## src/rtl/mips_pkg.sv

```systemverilog
// Shared definitions for the MIPS front end: the PC sequencer state encoding,
// the default reset/trap vectors and the redirect target helpers.
package mips_pkg;

    // Fetch sequencer states; the encoding is visible on pc_control.state.
    typedef enum logic [1:0] {
        ST_IDLE   = 2'd0,
        ST_FETCH  = 2'd1,
        ST_HALTED = 2'd2
    } pc_state_e;

    localparam logic [31:0] DEFAULT_RESET_VEC = 32'h0000_0000;
    localparam logic [31:0] DEFAULT_EXC_VEC   = 32'h0000_0180;

    // Conditional branch: word offset relative to the delay-slot address, mod 2^32.
    function automatic logic [31:0] branch_target(input logic [31:0] pc_plus4,
                                                  input logic [31:0] offset);
        return pc_plus4 + (offset << 2);
    endfunction

    // J-type: 256 MB region of pc+4 concatenated with the word index.
    function automatic logic [31:0] jump_target(input logic [3:0]  region,
                                                input logic [25:0] index);
        return {region, index, 2'b00};
    endfunction

endpackage

```

## src/rtl/AddFour.sv

```systemverilog
// Combinational pc + 4 incrementer; wraps mod 2^32.
module AddFour (
    input  logic [31:0] value,
    output logic [31:0] sum
);

    assign sum = value + 32'd4;

endmodule

```

## src/rtl/pc_control.sv

```systemverilog
// Program counter sequencer: IDLE -> FETCH after reset, valid/ready handshake
// to instruction memory, redirect selection and a HALTED state with resume.
// Build option: PC_MISALIGN_TRAP_EN enables the misaligned jump-register trap
// (redirect to EXC_VEC with a one-cycle misalign_trap pulse); without it the
// low two bits of jr_target are cleared and misalign_trap is tied low.
//
// Handshake: fetch_valid is high only in FETCH and depends on state alone;
// a fetch is accepted on a rising edge where fetch_valid && fetch_ready.
// pc and all redirect decisions are held/ignored until that accept.
module pc_control
    import mips_pkg::*;
#(
    parameter logic [31:0] RESET_VEC = DEFAULT_RESET_VEC,
    parameter logic [31:0] EXC_VEC   = DEFAULT_EXC_VEC
) (
    input  logic        clk,
    input  logic        rst,
    output logic        fetch_valid,
    input  logic        fetch_ready,
    output logic [31:0] pc,
    output logic [31:0] pc_plus4,
    input  logic        branch_taken,
    input  logic [31:0] branch_offset,
    input  logic        jump,
    input  logic [25:0] jump_index,
    input  logic        jump_reg,
    input  logic [31:0] jr_target,
    input  logic        halt,
    input  logic        resume,
    output logic [1:0]  state,
    output logic [31:0] retire_count,
    output logic        misalign_trap
);

    pc_state_e   state_q, state_d;
    logic [31:0] pc_q, pc_d;
    logic [31:0] retire_q, retire_d;
    logic        accept;

    AddFour u_add_four (
        .value (pc_q),
        .sum   (pc_plus4)
    );

    assign fetch_valid  = (state_q == ST_FETCH);
    assign accept       = fetch_valid && fetch_ready;
    assign pc           = pc_q;
    assign state        = state_q;
    assign retire_count = retire_q;

`ifdef PC_MISALIGN_TRAP_EN
    logic trap_q, trap_d;

    assign misalign_trap = trap_q;
`else
    // The low jr_target bits and EXC_VEC only matter when the trap is built in.
    logic unused_ok;

    assign misalign_trap = 1'b0;
    assign unused_ok     = &{1'b0, jr_target[1:0], EXC_VEC};
`endif

    // Next-state, next-pc and retire counter selection.
    always_comb begin
        state_d  = state_q;
        pc_d     = pc_q;
        retire_d = retire_q;
`ifdef PC_MISALIGN_TRAP_EN
        trap_d   = 1'b0;
`endif
        unique case (state_q)
            ST_IDLE: begin
                state_d = ST_FETCH;
            end
            ST_FETCH: begin
                if (accept) begin
                    retire_d = retire_q + 32'd1;
                    if (halt) begin
                        pc_d    = pc_plus4;
                        state_d = ST_HALTED;
                    end else if (jump_reg) begin
`ifdef PC_MISALIGN_TRAP_EN
                        if (jr_target[1:0] != 2'b00) begin
                            pc_d   = EXC_VEC;
                            trap_d = 1'b1;
                        end else begin
                            pc_d = jr_target;
                        end
`else
                        pc_d = {jr_target[31:2], 2'b00};
`endif
                    end else if (jump) begin
                        pc_d = jump_target(pc_plus4[31:28], jump_index);
                    end else if (branch_taken) begin
                        pc_d = branch_target(pc_plus4, branch_offset);
                    end else begin
                        pc_d = pc_plus4;
                    end
                end
            end
            ST_HALTED: begin
                if (resume) begin
                    state_d = ST_FETCH;
                end
            end
            default: begin
                state_d = ST_IDLE;
            end
        endcase
    end

    // State, pc and retire counter registers; reset abandons any pending fetch.
    always_ff @(posedge clk or posedge rst) begin
        if (rst) begin
            state_q  <= ST_IDLE;
            pc_q     <= RESET_VEC;
            retire_q <= 32'd0;
        end else begin
            state_q  <= state_d;
            pc_q     <= pc_d;
            retire_q <= retire_d;
        end
    end

`ifdef PC_MISALIGN_TRAP_EN
    // One-cycle trap pulse following a misaligned jump-register accept.
    always_ff @(posedge clk or posedge rst) begin
        if (rst) begin
            trap_q <= 1'b0;
        end else begin
            trap_q <= trap_d;
        end
    end
`endif

endmodule

```

## config.mk

```make
export PLATFORM = sky130hd
export DESIGN_NAME = pc_control
export DESIGN_NICKNAME = d
export VERILOG_FILES = /design/src/rtl/mips_pkg.sv /design/src/rtl/AddFour.sv /design/src/rtl/pc_control.sv
export SDC_FILE = /design/constraint.sdc
export NUM_CORES = 1
export LEC_CHECK = 0
export CAP_MARGIN = 20
export CORE_MARGIN = 4
export CORE_UTILIZATION = 48
export CTS_BUF_LIST = sky130_fd_sc_hd__clkbuf_2
export DETAILED_ROUTE_END_ITERATION = 10
export PLACE_DENSITY = 0.86
export SYNTH_ARGS = -nofsm -noshare
export SYNTH_HDL_FRONTEND = slang
export SYNTH_SLANG_ARGS = --single-unit
```

## constraint.sdc

```tcl
create_clock -name clk -period 4.9 [get_ports clk]
set_input_delay 0.49 -clock clk [delete_from_list [all_inputs] [get_ports clk]]
set_output_delay 0.49 -clock clk [all_outputs]
set_load 0.02 [all_outputs]
```

**Yosys cells after proc, flatten, opt, wreduce, memory -nomap -nowiden**

Cells that the tools add are included.
Widths: inputs -> output; s select.

- Reduce and logical (&&, ||, !) cells: 4
- $add $sub $neg: 3
- Equality and inequality tests: 5
- Muxes and demuxes: 8

Operators by type and width:

| kind | count |
|---|---|
| $mux 32 | 4 |
| $add 32x1->32 const B | 1 |
| $add 32x3->32 const B | 1 |
| $add 32x32->32 | 1 |
| $mux 2 | 3 |
| $pmux 2 s3 | 1 |
| $ne 2x1->1 const B | 2 |
| $reduce_and 3->1 | 1 |
| $eq 2x1->1 const B | 1 |
| $eq 2x2->1 const B | 1 |
| $logic_not 2->1 | 1 |
| $ne 2x2->1 const B | 1 |
| $reduce_and 2->1 | 1 |
| $logic_and 1x1->1 | 1 |

- Word-level logic and storage cells: 23
- Flip-flop bits (word level): 66
- Input port bits: 98
- Output and inout bits: 100

**Logic depth before layout (Yosys ltp)**

- Depth in word-level cells: 6
- Gate-level depth with buffers: 18
- Depth with buffers taken out: 17

**Hierarchy**

Synthesis repeated with hierarchy kept, for this count alone.

- Cell total of the unflattened synthesis: 715
- Area, all modules: 5,879.4 µm²

Modules (own cells, without submodules):

| module | cells each | seq. area each (µm²) | instances | area an instance (µm²) |
|---|---|---|---|---|
| pc_control | 632 | 1,651.6 | 1 | 5,298.8 |
| AddFour | 83 | 0.0 | 1 | 580.6 |

**Worst setup path before layout**

No wires, ideal clock.

- Path type: reg-to-reg
- Start: reg pc_q[4], in the netlist pc[4]
- End: reg pc_q[31], in the netlist pc[31]
- Period minus slack after synthesis: 4.006 ns
- Buffers on the path: 0
- Library setup time: 0.069 ns
- Stages on the path, launching flop included: 16
- Setup slack: 0.894 ns
- Data required time: 4.831 ns
- Data arrival time: 3.937 ns
- Path through: dfrtp_1 > nand3_1 > nor3_2 > nand2_2 > nor2_1 > xor2_1 > ha_1 > o21ai_0 > o21ai_1 > a211o_1 > o21ai_2 > a41oi_2 > o32ai_2 > xnor2_1 > a2111o_1 > nand3_1

- Word-level cells in the longest chain between the ends: 6

Ends and longest elaborated chain:

| what | RTL line | text |
|---|---|---|
| start, declared | pc_control.sv:36 | `logic [31:0] pc_q, pc_d;` |
| start signal, assigned | pc_control.sv:120 | `pc_q <= pc_d;` |
| $add 32x3->32 | AddFour.sv:7 | `assign sum = value + 32'd4;` |
| net pc_plus4[17] | pc_control.sv:21 | `output logic [31:0] pc_plus4,` |
| $add 32x32->32 | mips_pkg.sv:18 | `return pc_plus4 + (offset << 2);` |
| $mux 32 | pc_control.sv:94 | `end else if (branch_taken) begin` |
| $mux 32 | pc_control.sv:92 | `end else if (jump) begin` |
| $mux 32 | pc_control.sv:81 | `end else if (jump_reg) begin` |
| $mux 32 | pc_control.sv:78 | `if (halt) begin` |

The timed path passes the listed nets, and every way through them passes these cells.
A chain may end at the register's enable or synchronous reset.

**Worst setup path in the final report**

- Start: reg pc_q[4], in the netlist pc[4]
- End: reg pc_q[31], in the netlist pc[31]

- Word-level cells in the longest chain between the ends: 6

Ends and longest elaborated chain:

| what | RTL line |
|---|---|
| $add 32x3->32 * | AddFour.sv:7 |
| $add 32x32->32 | mips_pkg.sv:18 |
| $mux 32 | pc_control.sv:94 |
| $mux 32 | pc_control.sv:92 |
| $mux 32 | pc_control.sv:81 |
| $mux 32 * | pc_control.sv:78 |

Mark *: on every way between the ends. The rest lies on a longest branch, timed or not.

==> results.md <==
- Outcome: complete, no violations
- Fillers: 923
- Critical-path top delay cell: dfrtp_1
- Die Width: 118.1 µm
- GR Util met1: 0.3606
- Area delta synth->final: 36.92%
- Net switching power: 1.968 mW
- Slew at the pin closest to its max-slew limit: 954.7 ps
- Min Tclk post-route: 4327 ps
- Synth top area share: 0.2754
- DR vias/cell: 6.006
- Flop pwr share: 0.214
- Setup TNS: 0 ps
- # setup viols final: 0
- M3 GR Usage: 0.06343
- Global-route wire length before repair: 31,150 µm
- Port bufs: 188
- Vias in the first global route: 5,942
- Mapped Cells: 716
- Worst setup margin: 573.3 ps
- Post-CTS setup buffers: 0
- Final Hold Fails: 0
- Grt ovf: 0
- Post-synth EDFFs: 0
- Root Buffer: clkbuf_2
- Fin Clk Skew: 28.18 ps
- Register area share after synthesis: 0.2754
- Critical path startpoint category: flip-flop
- Register area: 1602 µm²
- TritonCTS Buffers: 9
- Net Sw Frac: 0.4848
- Fmax: 231.1 MHz
- Synth warnings: 0
- CP peak stage delay: 510 ps
- Post-Syn Area: 5816 µm²
- Synth area leader: dfrtp_1
- Clock Path Buffers: 2
- Worst path cell trace: nand3_1 -> nor3_2 -> nand2_2 -> nor2_1 -> and3_1 -> xor2_2 -> ha_1 -> o21ai_0 -> a21o_1 -> a21oi_1 -> o211ai_1 -> a41oi_2 -> o32ai_2 -> xnor2_1 -> a2111o_1 -> nand3_1
- Worst setup EP type: flip-flop
- Layout Utilization: 0.6856
- Synthesized flop and latch total: 64
- Max-cap viol count: 0
- DP Worst Slack: 685.6 ps
- CTS clk-pin slew, worst paths: 220 ps
- Htree depth: 3
- Vias post-DR: 6,264
- Internal Power: 2.091 mW
- First drt pass iteration count: 5
- Die ar.: 13,940 µm²
- TritonCTS clock tree: yes
- IO Pins: 198
- HP Class: input port to async pin
- Ys async rst share: 1.000
- Peak supply drop: 0.3704 mV
- Mean Syn Cell Area: 8.122 µm²
- Pin count of the biggest net entering global routing: 47
- Average wire per standard cell: 18.88 µm
- Hold_ws: 365.3 ps
- Hold Buf Count CTS: 0
- # diodes: 0
- All-layer global routing usage: 0.2732
- Arr. time, crit path: 4770 ps
- Die height: 118.1 µm
- Top FF cell, synth: dfrtp_1
- Most frequent cells after synthesis: nor2_1 (70), nand2_1 (67), dfrtp_1 (64)
- Initial Utilization: 0.5008
- Final #Nets: 1,031
- CTS sink cnt: 64
- Pwr dens: 509.8 nW/µm²
- Met2 Usage GRT: 0.4337
- Synth top area cells: dfrtp_1 (28%), ha_1 (8.0%), xnor2_1 (7.8%)
- Worst-Skew Late Latency: 520 ps
- Gr busiest metal: met2
- Most common cell in the netlist: nor2_1
- GPL Wtd Cong: 0.9093
- Initial antenna violation count: 0
- CP most frequent cell: nand3_1
- Period Utilization, post-route: 0.8830
- Final wirelength: 19,690 µm
- Slew headroom: 0.3615
- Static Leak: 3.286 nW
- Fin. max-slew vios: 0
- Routed Antenna Nets: 0
- CP Class: flip-flop to flip-flop
- Remaining DRCs: 0
- DRT iter0 DRCs: 565
- # rows: 39
- Req. time, crit path: 5350 ps
- Area of the multi-input gates: 3981 µm²
- DP Wirelength: 14,920 µm
- RSZ-0062 raised after global routing: no
- Share of cells above drive strength 1: 0.05778
- Clock group share of total power: 0.108
- CP Max Fanout: 7
- Core area: 11,610 µm²
- Comb pwr share: 0.678
- Post-synth cell types: 76
- # resized after CTS: 0
[state kept, by name, summed over array words and instances (netlist names)]
register / flops
retire_count: 32
pc: 30
state: 2
[stage by stage]
stage	instance area, µm²	instances	total power, mW
2_1_floorplan	5831	720	2.607
3_3_place_gp	7799	1027	3.542
3_5_place_dp	7799	1027	3.575
4_1_cts	7963	1043	4.029
5_1_grt	7963	1043	4.329
6_report	7963	1043	4.059
[per-layer routing]
metal,vias up,share of wire
li1,2967,-
met1,2886,0.41
met2,358,0.46
met3,53,0.095
met4,0,0.035
met5,-,0
[power by group through the flow]
stage | clock network (mW) | registers, mW | logic (mW)
after floorplan | 0 | 0.989 | 1.62
after global placement | 0 | 0.870 | 2.67
after detailed placement | 0 | 0.874 | 2.70
after CTS | 0.446 | 0.865 | 2.72
after global routing | 0.468 | 0.896 | 2.97
final | 0.440 | 0.869 | 2.75
[worst max-delay path, delay by kind of cell (launching register included)]
family,cells,cell delay (ps)
flops,1,510
fa+ha+maj,1,360
xor+xnor,2,440
compound gates,7,1600
simple gates,6,1370
[kinds of logic after synthesis]
kind of cell | count (synthesis) | share of synthesized area
AOI/OAI and AO/OA | 223 | 0.2601
other | 1 | 0.0006448
buffers and inverters | 58 | 0.04260
xor gates and xnor gates | 83 | 0.1263
and+or+nand+nor | 244 | 0.2033
adders and majority gates | 38 | 0.08305
DFF | 64 | 0.2754
muxes | 5 | 0.008606
[cell type report]
type                    count  area share
clock buffers               9    0.005657
repair buffers            198      0.2445
flip-flops and latches     64      0.2011
multi-input cells         598      0.5000
well taps                 143     0.02247
inverters                  24     0.01131
clock inverters             7     0.01493
[worst paths after layout]
kind / cells after the start / to / startpoint / slack, ps
max reg2reg: 16 / pc[31]$_DFFE_PP0P_ / pc[4]$_DFFE_PP0P_ / 570
min: 2 / retire_count[14]$_DFFE_PP0P_ / rst / 370
min in group clk: 1 / state[1]$_DFFE_PP0P_ / state[0]$_DFFE_PP0P_ / 500
min reg2reg: 1 / state[1]$_DFFE_PP0P_ / state[0]$_DFFE_PP0P_ / 500
max in group asynchronous: 3 / pc[26]$_DFFE_PP0P_ / rst / 3590
max: 16 / pc[31]$_DFFE_PP0P_ / pc[4]$_DFFE_PP0P_ / 570
[placed cells by master (no fill, tap or decap), types with 6 or more instances in the layout]
master,n
clkdlybuf4s50_1,186
nor2_1,70
nand2_1,67
dfrtp_1,64
a21oi_1,56
xnor2_1,52
o21ai_0,47
ha_1,37
nand3_1,31
xor2_1,30
inv_1,21
a21o_1,18
nor3_1,15
nand4_1,14
a31oi_1,13
buf_4,10
a211oi_1,9
clkbuf_2,9
and4_1,8
o22ai_1,8
o21a_1,7
and3_1,7
nand2b_1,7
a22oi_1,6
o221ai_1,6
Note: power is estimated with default switching activity, not from simulation.
